**src/rtl/wb_burst_master.sv**
```systemverilog
// Pipelined Wishbone B4 burst initiator: one read/write command becomes a stream of
// back-to-back stb requests with stall handling and a bound on unacknowledged requests.
module wb_burst_master #(
  parameter  int DATA_WIDTH      = 128,
  parameter  int AW              = 22,
  parameter  int MAX_BEATS       = 16,
  parameter  int MAX_OUTSTANDING = 8,
  localparam int LW              = $clog2(MAX_BEATS),
  localparam int SW              = DATA_WIDTH / 8
) (
  input  logic                  clk_i,
  input  logic                  rst_i,
  input  logic                  cmd_valid_i,
  output logic                  cmd_ready_o,
  input  logic                  cmd_we_i,
  input  logic [AW-1:0]         cmd_addr_i,
  input  logic [LW-1:0]         cmd_len_i,
  input  logic                  wdata_valid_i,
  output logic                  wdata_ready_o,
  input  logic [DATA_WIDTH-1:0] wdata_i,
  input  logic [SW-1:0]         wsel_i,
  output logic                  rdata_valid_o,
  output logic [DATA_WIDTH-1:0] rdata_o,
  output logic                  done_o,
  output logic                  err_o,
  output logic                  wb_cyc_o,
  output logic                  wb_stb_o,
  output logic                  wb_we_o,
  output logic [AW-1:0]         wb_addr_o,
  output logic [SW-1:0]         wb_sel_o,
  output logic [DATA_WIDTH-1:0] wb_wdata_o,
  input  logic [DATA_WIDTH-1:0] wb_rdata_i,
  input  logic                  wb_ack_i,
  input  logic                  wb_err_i,
  input  logic                  wb_rty_i,
  input  logic                  wb_stall_i
);

  localparam int CW = LW + 1;
  localparam int OW = $clog2(MAX_OUTSTANDING + 1);

  typedef enum logic [1:0] {IDLE, ISSUE, DRAIN, DONE} state_t;

  state_t                state_q;
  logic                  we_q, held_q, cyc_q, err_q;
  logic [AW-1:0]         addr_q;
  logic [LW-1:0]         len_q;
  logic [CW-1:0]         issued_q, consumed_q, last_cnt;
  logic [OW-1:0]         outstanding_q, outstanding_d;
  logic [DATA_WIDTH-1:0] wdata_q;
  logic [SW-1:0]         sel_q;

  logic stb, accept, cyc, resp_live, resp, resp_bad;
  logic beats_left, writes_left, wfire, last_accept;

  assign last_cnt    = {1'b0, len_q};
  assign beats_left  = issued_q <= last_cnt;
  assign writes_left = consumed_q <= last_cnt;

  assign stb = (state_q == ISSUE) && beats_left && (outstanding_q < OW'(MAX_OUTSTANDING))
               && (!we_q || held_q);
  assign accept      = stb && !wb_stall_i;
  assign last_accept = accept && (issued_q == last_cnt);
  assign cyc         = stb || cyc_q;

  // Responses arriving outside a live cycle or with nothing in flight are stray.
  assign resp_live = cyc && (outstanding_q != '0);
  assign resp      = resp_live && (wb_ack_i || wb_err_i || wb_rty_i);
  assign resp_bad  = resp_live && (wb_err_i || wb_rty_i);

  // After an error the producer is still drained so its beat count stays aligned.
  assign wdata_ready_o = we_q && writes_left &&
                         (((state_q == ISSUE) && (!held_q || accept)) ||
                          ((state_q == DRAIN) && err_q));
  assign wfire = wdata_valid_i && wdata_ready_o;

  assign cmd_ready_o   = (state_q == IDLE);
  assign done_o        = (state_q == DONE);
  assign err_o         = (state_q == DONE) && err_q;
  assign rdata_valid_o = wb_ack_i && resp_live && !we_q && !err_q;
  assign rdata_o       = wb_rdata_i;
  assign wb_cyc_o      = cyc;
  assign wb_stb_o      = stb;
  assign wb_we_o       = we_q;
  assign wb_addr_o     = addr_q;
  assign wb_sel_o      = sel_q;
  assign wb_wdata_o    = wdata_q;

  // NOTE: every variable assigned in always_comb gets a default first, so no latch is inferred.
  always_comb begin
    outstanding_d = outstanding_q;
    if (accept && !resp)      outstanding_d = outstanding_q + OW'(1);
    else if (!accept && resp) outstanding_d = outstanding_q - OW'(1);
  end

  // NOTE: state uses non-blocking assignments so every register samples pre-edge values.
  always_ff @(posedge clk_i) begin
    if (rst_i) begin
      state_q       <= IDLE;
      we_q          <= 1'b0;
      held_q        <= 1'b0;
      cyc_q         <= 1'b0;
      err_q         <= 1'b0;
      addr_q        <= '0;
      len_q         <= '0;
      issued_q      <= '0;
      consumed_q    <= '0;
      outstanding_q <= '0;
      wdata_q       <= '0;
      sel_q         <= '0;
    end else begin
      outstanding_q <= outstanding_d;
      if (stb)      cyc_q <= 1'b1;
      if (resp_bad) err_q <= 1'b1;
      if (accept) begin
        addr_q   <= addr_q + AW'(1);
        issued_q <= issued_q + CW'(1);
      end
      if (wfire) consumed_q <= consumed_q + CW'(1);
      if (wfire && (state_q == ISSUE)) begin
        wdata_q <= wdata_i;
        sel_q   <= wsel_i;
        held_q  <= 1'b1;
      end else if (accept) begin
        held_q <= 1'b0;
      end

      case (state_q)
        IDLE: begin
          if (cmd_valid_i) begin
            state_q    <= ISSUE;
            we_q       <= cmd_we_i;
            addr_q     <= cmd_addr_i;
            len_q      <= cmd_len_i;
            issued_q   <= '0;
            consumed_q <= '0;
            held_q     <= 1'b0;
            err_q      <= 1'b0;
            sel_q      <= cmd_we_i ? '0 : '1;
          end
        end
        ISSUE: begin
          if (last_accept || resp_bad) state_q <= DRAIN;
        end
        DRAIN: begin
          if ((outstanding_q == '0) && (!we_q || !writes_left)) begin
            state_q <= DONE;
            cyc_q   <= 1'b0;
          end
        end
        default: state_q <= IDLE;
      endcase
    end
  end

endmodule

```
**config.mk**
```make
export PLATFORM = sky130hd
export DESIGN_NAME = wb_burst_master
export DESIGN_NICKNAME = d
export VERILOG_FILES = /design/src/rtl/wb_burst_master.sv
export SDC_FILE = /design/constraint.sdc
export NUM_CORES = 1
export LEC_CHECK = 0
export ABC_AREA = 1
export BUFFER_PORTS_ARGS = -buffer_cell sky130_fd_sc_hd__clkbuf_2
export CAP_MARGIN = 20
export CORE_AREA = 2 2 236 238
export CTS_BUF_LIST = sky130_fd_sc_hd__clkbuf_4 sky130_fd_sc_hd__clkbuf_8
export DETAILED_ROUTE_END_ITERATION = 6
export DIE_AREA = 0 0 238 240
export GPL_TIMING_DRIVEN = 0
export PLACE_DENSITY = 0.41
export SYNTH_ARGS = -nofsm -noshare
export SYNTH_HDL_FRONTEND = slang
export SYNTH_SLANG_ARGS = --single-unit
```
**constraint.sdc**
```tcl
create_clock -name clk_i -period 3.7 [get_ports clk_i]
set_input_delay 0.74 -clock clk_i [delete_from_list [all_inputs] [get_ports clk_i]]
set_output_delay 0.74 -clock clk_i [all_outputs]
set_load 0.03 [all_outputs]
```
======== Word-level counts from Yosys, hierarchy flattened ========
Cells that the tools add are included.
storage, ports and cells
  register bits after elaboration ......... 190
  input bits .............................. 307
  logic and storage cells ................. 99
operators by class
  add/sub/neg operators ................... 5
  magnitude comparators ................... 3
  equality and inequality tests ........... 7
  multiplexer cells ....................... 29
  reduce and logical (&&, ||, !) cells .... 43
operators by type and width
  cell                     number
  $mux W22                 3
  $mux W16                 4
  $mux W5                  6
  $add A22 B1 Y22 const B  1
  $logic_and A1 B1 Y1      21
  $add A5 B1 Y5 const B    2
  $le A5 B4 Y1             2
  $mux W1                  10
  $logic_or A1 B1 Y1       9
  $mux W4                  2
  $logic_not A1 Y1         7
  $mux W2                  3
  $pmux W2 S3              1
  $eq A5 B4 Y1             1
  $add A4 B1 Y4 const B    1
  $eq A2 B2 Y1 const B     2
  $logic_not A4 Y1         1
  $lt A4 B4 Y1 const B     1
  $ne A2 B1 Y1 const B     2
  $reduce_bool A4 Y1       1
  $sub A4 B1 Y4 const B    1
  $reduce_and A3 Y1        1
  $eq A2 B1 Y1 const B     1
  $logic_not A2 Y1         1
  3 further kinds          3

======== Longest topological paths before layout ========
  word-level depth ........................ 14
  gate-level depth with buffers ........... 21
  gate-level depth less buffers ........... 20

======== Least setup slack after synthesis ========
Ideal clock, no wire load.
  path kind ............................... register -> register
  from .................................... register len_q[2]
  to ...................................... register outstanding_q[3]
  arrival ................................. 3.123 ns
  data required time ...................... 3.581 ns
  slack ................................... 0.458 ns
  cell stages (with the launch flop) ...... 21
  buffers on the path ..................... 0
  period minus slack after synthesis ...... 3.242 ns
  path through ............................ dfxtp_1 -> inv_1 -> ha_1 -> nand2_1 -> inv_1 -> nand3_1 -> nand3_2 -> a21boi_1 -> nor2_1 -> nor2_1 -> o31ai_1 -> ha_1 -> inv_1 -> ha_1 -> and3_1 -> a211oi_1 -> nor2_1 -> nor2_1 -> nand2_1 -> o21ai_0 -> a21oi_1
between the ends
  word-level cells in the longest chain between the ends .. 10
RTL lines
  what                                           RTL line  text
  from (decl)                                    47        logic [LW-1:0] len_q;
  from (signal assigned)                         134       len_q <= cmd_len_i;
  $le A5 B4 Y1 *                                 57        assign beats_left = issued_q <= last_cnt;
  $logic_and A1 B1 Y1 * (2 in series)            60        assign stb = (state_q == ISSUE) && beats_left && (outstanding_q < OW'(MAX_OUTSTANDING))
  $logic_and A1 B1 Y1 *                          61        && (!we_q || held_q);
  net wb_stb_o                                   27        output logic wb_stb_o,
  $logic_or A1 B1 Y1                             64        assign cyc = stb || cyc_q;
  $logic_and A1 B1 Y1                            67        assign resp_live = cyc && (outstanding_q != '0);
  $logic_and A1 B1 Y1                            68        assign resp = resp_live && (wb_ack_i || wb_err_i || wb_rty_i);
  $logic_not A1 Y1                               92        if (accept && !resp) outstanding_d = outstanding_q + OW'(1);
  $logic_and A1 B1 Y1                            92
  $mux W4 or $reduce_bool A2 Y1 (tied branches)  n/a
  to (signal assigned)                           112       outstanding_q <= outstanding_d;
  to (decl)                                      49        logic [OW-1:0] outstanding_q, outstanding_d;
Mark *: on every way through the listed nets, which the timed path passes. The rest lies on a longest branch.
A chain may end at the register's enable or synchronous reset.

======== Worst setup path after layout ========
  from .................................... register len_q[2]
  to ...................................... output wdata_ready_o
between the ends
  word-level cells in the longest chain between the ends .. 9
RTL lines
  what                               RTL line  text
  $le A5 B4 Y1                       57
  $logic_and A1 B1 Y1 (2 in series)  60
  $logic_and A1 B1 Y1                61
  $logic_and A1 B1 Y1                62        assign accept = stb && !wb_stall_i;
  $logic_or A1 B1 Y1                 73        (((state_q == ISSUE) && (!held_q || accept)) ||
  $logic_and A1 B1 Y1                73
  $logic_or A1 B1 Y1                 73
  $logic_and A1 B1 Y1 *              72        assign wdata_ready_o = we_q && writes_left &&
  to (decl)                          19        output logic wdata_ready_o,
Every way passes the cells marked *; elsewhere a longest branch is shown, timed or not.

==> results.md <==
* Die ar. at 57,100 µm²
* Peak VDD IR at between 200 and 250 µV
* Critical path required time at 2.96 ns
* CTS Buf Count at 17
* Lkg Pwr at around 6.2 nW
* MaxCap Viol Count at 0
* Fin util at around a quarter
* Htree depth at 4
* Placed insts at between 2,000 and 2,500
* Status: finished clean
* Initial Util at between 15 and 20%
* First-pass GRT wire length at ~51,000 µm
* Vias per inst at 3.81
* Vias in the first global route at around 8,800
* Worst path arrival time at 2.72 ns
* Share of cells above drive strength 1 at between 40% and 50%
* CP Capture Type: primary output
* Synthesized cell area at slightly above 9000 µm²
* Final HPWL DP at ~29,000 µm
* Pre-antenna DRT Iters at 5
* DR DRC count at 0
* Top FF cell, synth: dfxtp_1
* Die height at roughly 240 µm
* CTS sink count at 190
* Cells on worst reg2reg path at 21
* Synthesized flop and latch total at 190
* Share of the yosys chip area belonging to registers at 41.3%
* Yosys warns at 0
* Critical path class: flop to primary output
* Hold Crit Class: primary input to flop
* Final Max Slew Viols at 0
* Vias post-DR at slightly above 9,000
* DR iter-0 viols at 371
* R2R Setup Slk at between 0.3 and 0.4 ns
* Hold_buf cts at 0
* Worst Path Max Fanout at 10
* Placed cell area at about 12,000 µm²
* WL final at about 36,000 µm
* Reg2reg end: outstanding_q[3]
* Area Overhead vs Synth at 40.1%
* Worst R2R Start: len_q[2]
* Mapped Cells at between 1,000 and 1,500
* Hold_sp: cmd_addr_i[18]
* Clk slew on worst S/H paths at around 0.11 ns
* Finished Cell Area at ~13,000 µm²
* Final ANT Viol Nets at 0
* Part of the cycle the worst path needs at between 90% and 100%
* Largest net degree at the start of global routing at 19
* Slew margin rel. at a little under half
* Grt total ovfl at 0
* Setup TNS at 0 ns
* Hold path cells at 3
* Final setup viols at 0
* Power Density at 472 nW/µm²
* Clk_lat worst skew at 0.56 ns
* Fin Clk Skew at a little under 0.02 ns
* Worst Setup Start Kind: flop
* CTS Buffer Depth at 2
* Gr usage total at between 10% and 20%
* Hold Fails Final Rpt at 0
* Row cnt at 86
* Syn nets at 1,534
* Syn avg cell area at approximately 7.6 µm²
* F_max at just under 300 MHz
* Fin crit period at between 3 and 4 ns
* Worst-Margin Slew at roughly 0.82 ns
* Core area at between 50,000 and 60,000 µm²
* Die width at roughly 240 µm
* Final nets at roughly 2,000
* CTS tree: done
* Async set-reset flop share out of synthesis at 0%
* EDFF count, synth at 0
* Unrepaired setup endpoints after global routing: false
* IO Pins at between 600 and 700
* Initial antenna violation count at 3
* Distinct cells, synth at 44
* Total Power at roughly 6.1 mW
* GP Congestion at around 0.83
* IO buf count at about 480
* Post-Layout Cell Count at roughly 2,400
* Routed len/inst at ~15 µm
* Clock Tree Root: clkbuf_8
* Worst Hold Path EP: wb_addr_o[18]
[metal layers]
metal  part of all wire, %  up-vias  routed length [µm]  global-route usage [%]
li1                      -     4732                   -                       -
met1                    41     4191               14700                    14.0
met2                    51      309               18200                    21.1
met3                   5.9       27                2100                    3.23
met4                   1.6        0                 552                    4.22
met5                     0        -                   0                       0
[cell usage in the layout (no fill, tap or decap), drive strengths merged, types with 12 or more instances in the layout]
cell type	count
xor2	16
nand2	127
nand3	39
o211ai	12
dfxtp	190
buf	157
nor2	39
o21ai	154
ha	19
clkbuf	537
a21oi	143
inv	219
nand4	23
[cell type report]
| type | count | area, µm² |
|---|---|---|
| sequential | 190 | 3800 |
| fill | 6150 | 41800 |
| clock inverter | 14 | 125 |
| clock buffer | 17 | 234 |
| multi-input combinational | 612 | 3290 |
| buffer | 193 | 1320 |
| tap | 704 | 881 |
| inverter | 212 | 796 |
| antenna | 2 | 5.00 |
| timing repair buffer | 484 | 2430 |
[stage by stage]
step / setup WS, ns / hold WS (ns)
floorplan: 0.458 / 0.442
global placement: 0.338 / 0.433
detailed placement: 0.305 / 0.437
CTS: 0.145 / 0.335
global route: 0.0179 / 0.360
finish: 0.240 / 0.416
[report_power, final]
group / switching (mW) / internal, mW
clock: 0.907 / 0.486
sequential: 0.202 / 2.26
combinational: 1.48 / 0.741
total: 2.59 / 3.48
[worst max-delay path by stage]
stage,startpoint,end,slack (ns),cells after the start
4_1_cts,len_q[2],wdata_ready_o,0.14,13
2_1_floorplan,len_q[2],outstanding_q[3],0.46,20
5_1_grt,len_q[2],outstanding_q[3],0.02,21
6_report,len_q[2],wdata_ready_o,0.24,13
3_5_place_dp,len_q[2],outstanding_q[3],0.31,21
3_3_place_gp,rst_i,wb_wdata_o[123],0.34,6
[synthesized netlist by cell type (all sizes together), types with 4 or more instances]
library cell    n  area [µm²]
nor4            4        25.0
buf           153        1160
nand2         127         489
nor3           10        50.1
xnor2           5        43.8
clkbuf         40         159
o211ai         12        90.1
a21oi         143         746
xor2           16         140
ha             19         238
nand4          23         159
inv           211         792
o21ai         154         771
dfxtp         190        3800
nor2           39         149
nand3          39         218
[flip-flops by register name, indices dropped and copies added (netlist names)]
name / cells
consumed_q: 5
cyc_q: 1
err_q: 1
held_q: 1
issued_q: 5
len_q: 4
outstanding_q: 4
state_q: 2
wb_addr_o: 22
wb_sel_o: 16
wb_wdata_o: 128
wb_we_o: 1
[repair_timing]
action,CTS,global route
setup buffers,0,5
resized for setup,0,2
setup endpoints to repair,0,2
[cell families (layout without fill, tap and decap cells)]
kind of cell             Yosys count  count (layout)  synth area share, %
flip-flops                       190             190                 41.3
adder cells (fa/ha/maj)           20              20                 2.80
AO/OA/AOI/OAI                    321             321                 18.5
AND/OR/NAND/NOR                  250             250                 12.4
buffers and inverters            405             920                 22.9
other                              0               2                    0
XOR/XNOR                          21              21                 2.00
[worst max-delay path: stages, from the launching register on]
cell	delay (ns)
dfxtp_1	0.32
inv_1	0.08
ha_1	0.32
nand2_1	0.06
inv_1	0.05
nand3_1	0.09
nand3_2	0.09
nand2_2	0.09
nand3_4	0.13
nand2_2	0.11
nand2_2	0.08
a21oi_4	0.30
buf_4	0.23
clkbuf_2	0.22
No activity file was read; power rests on OpenSTA's default activity.
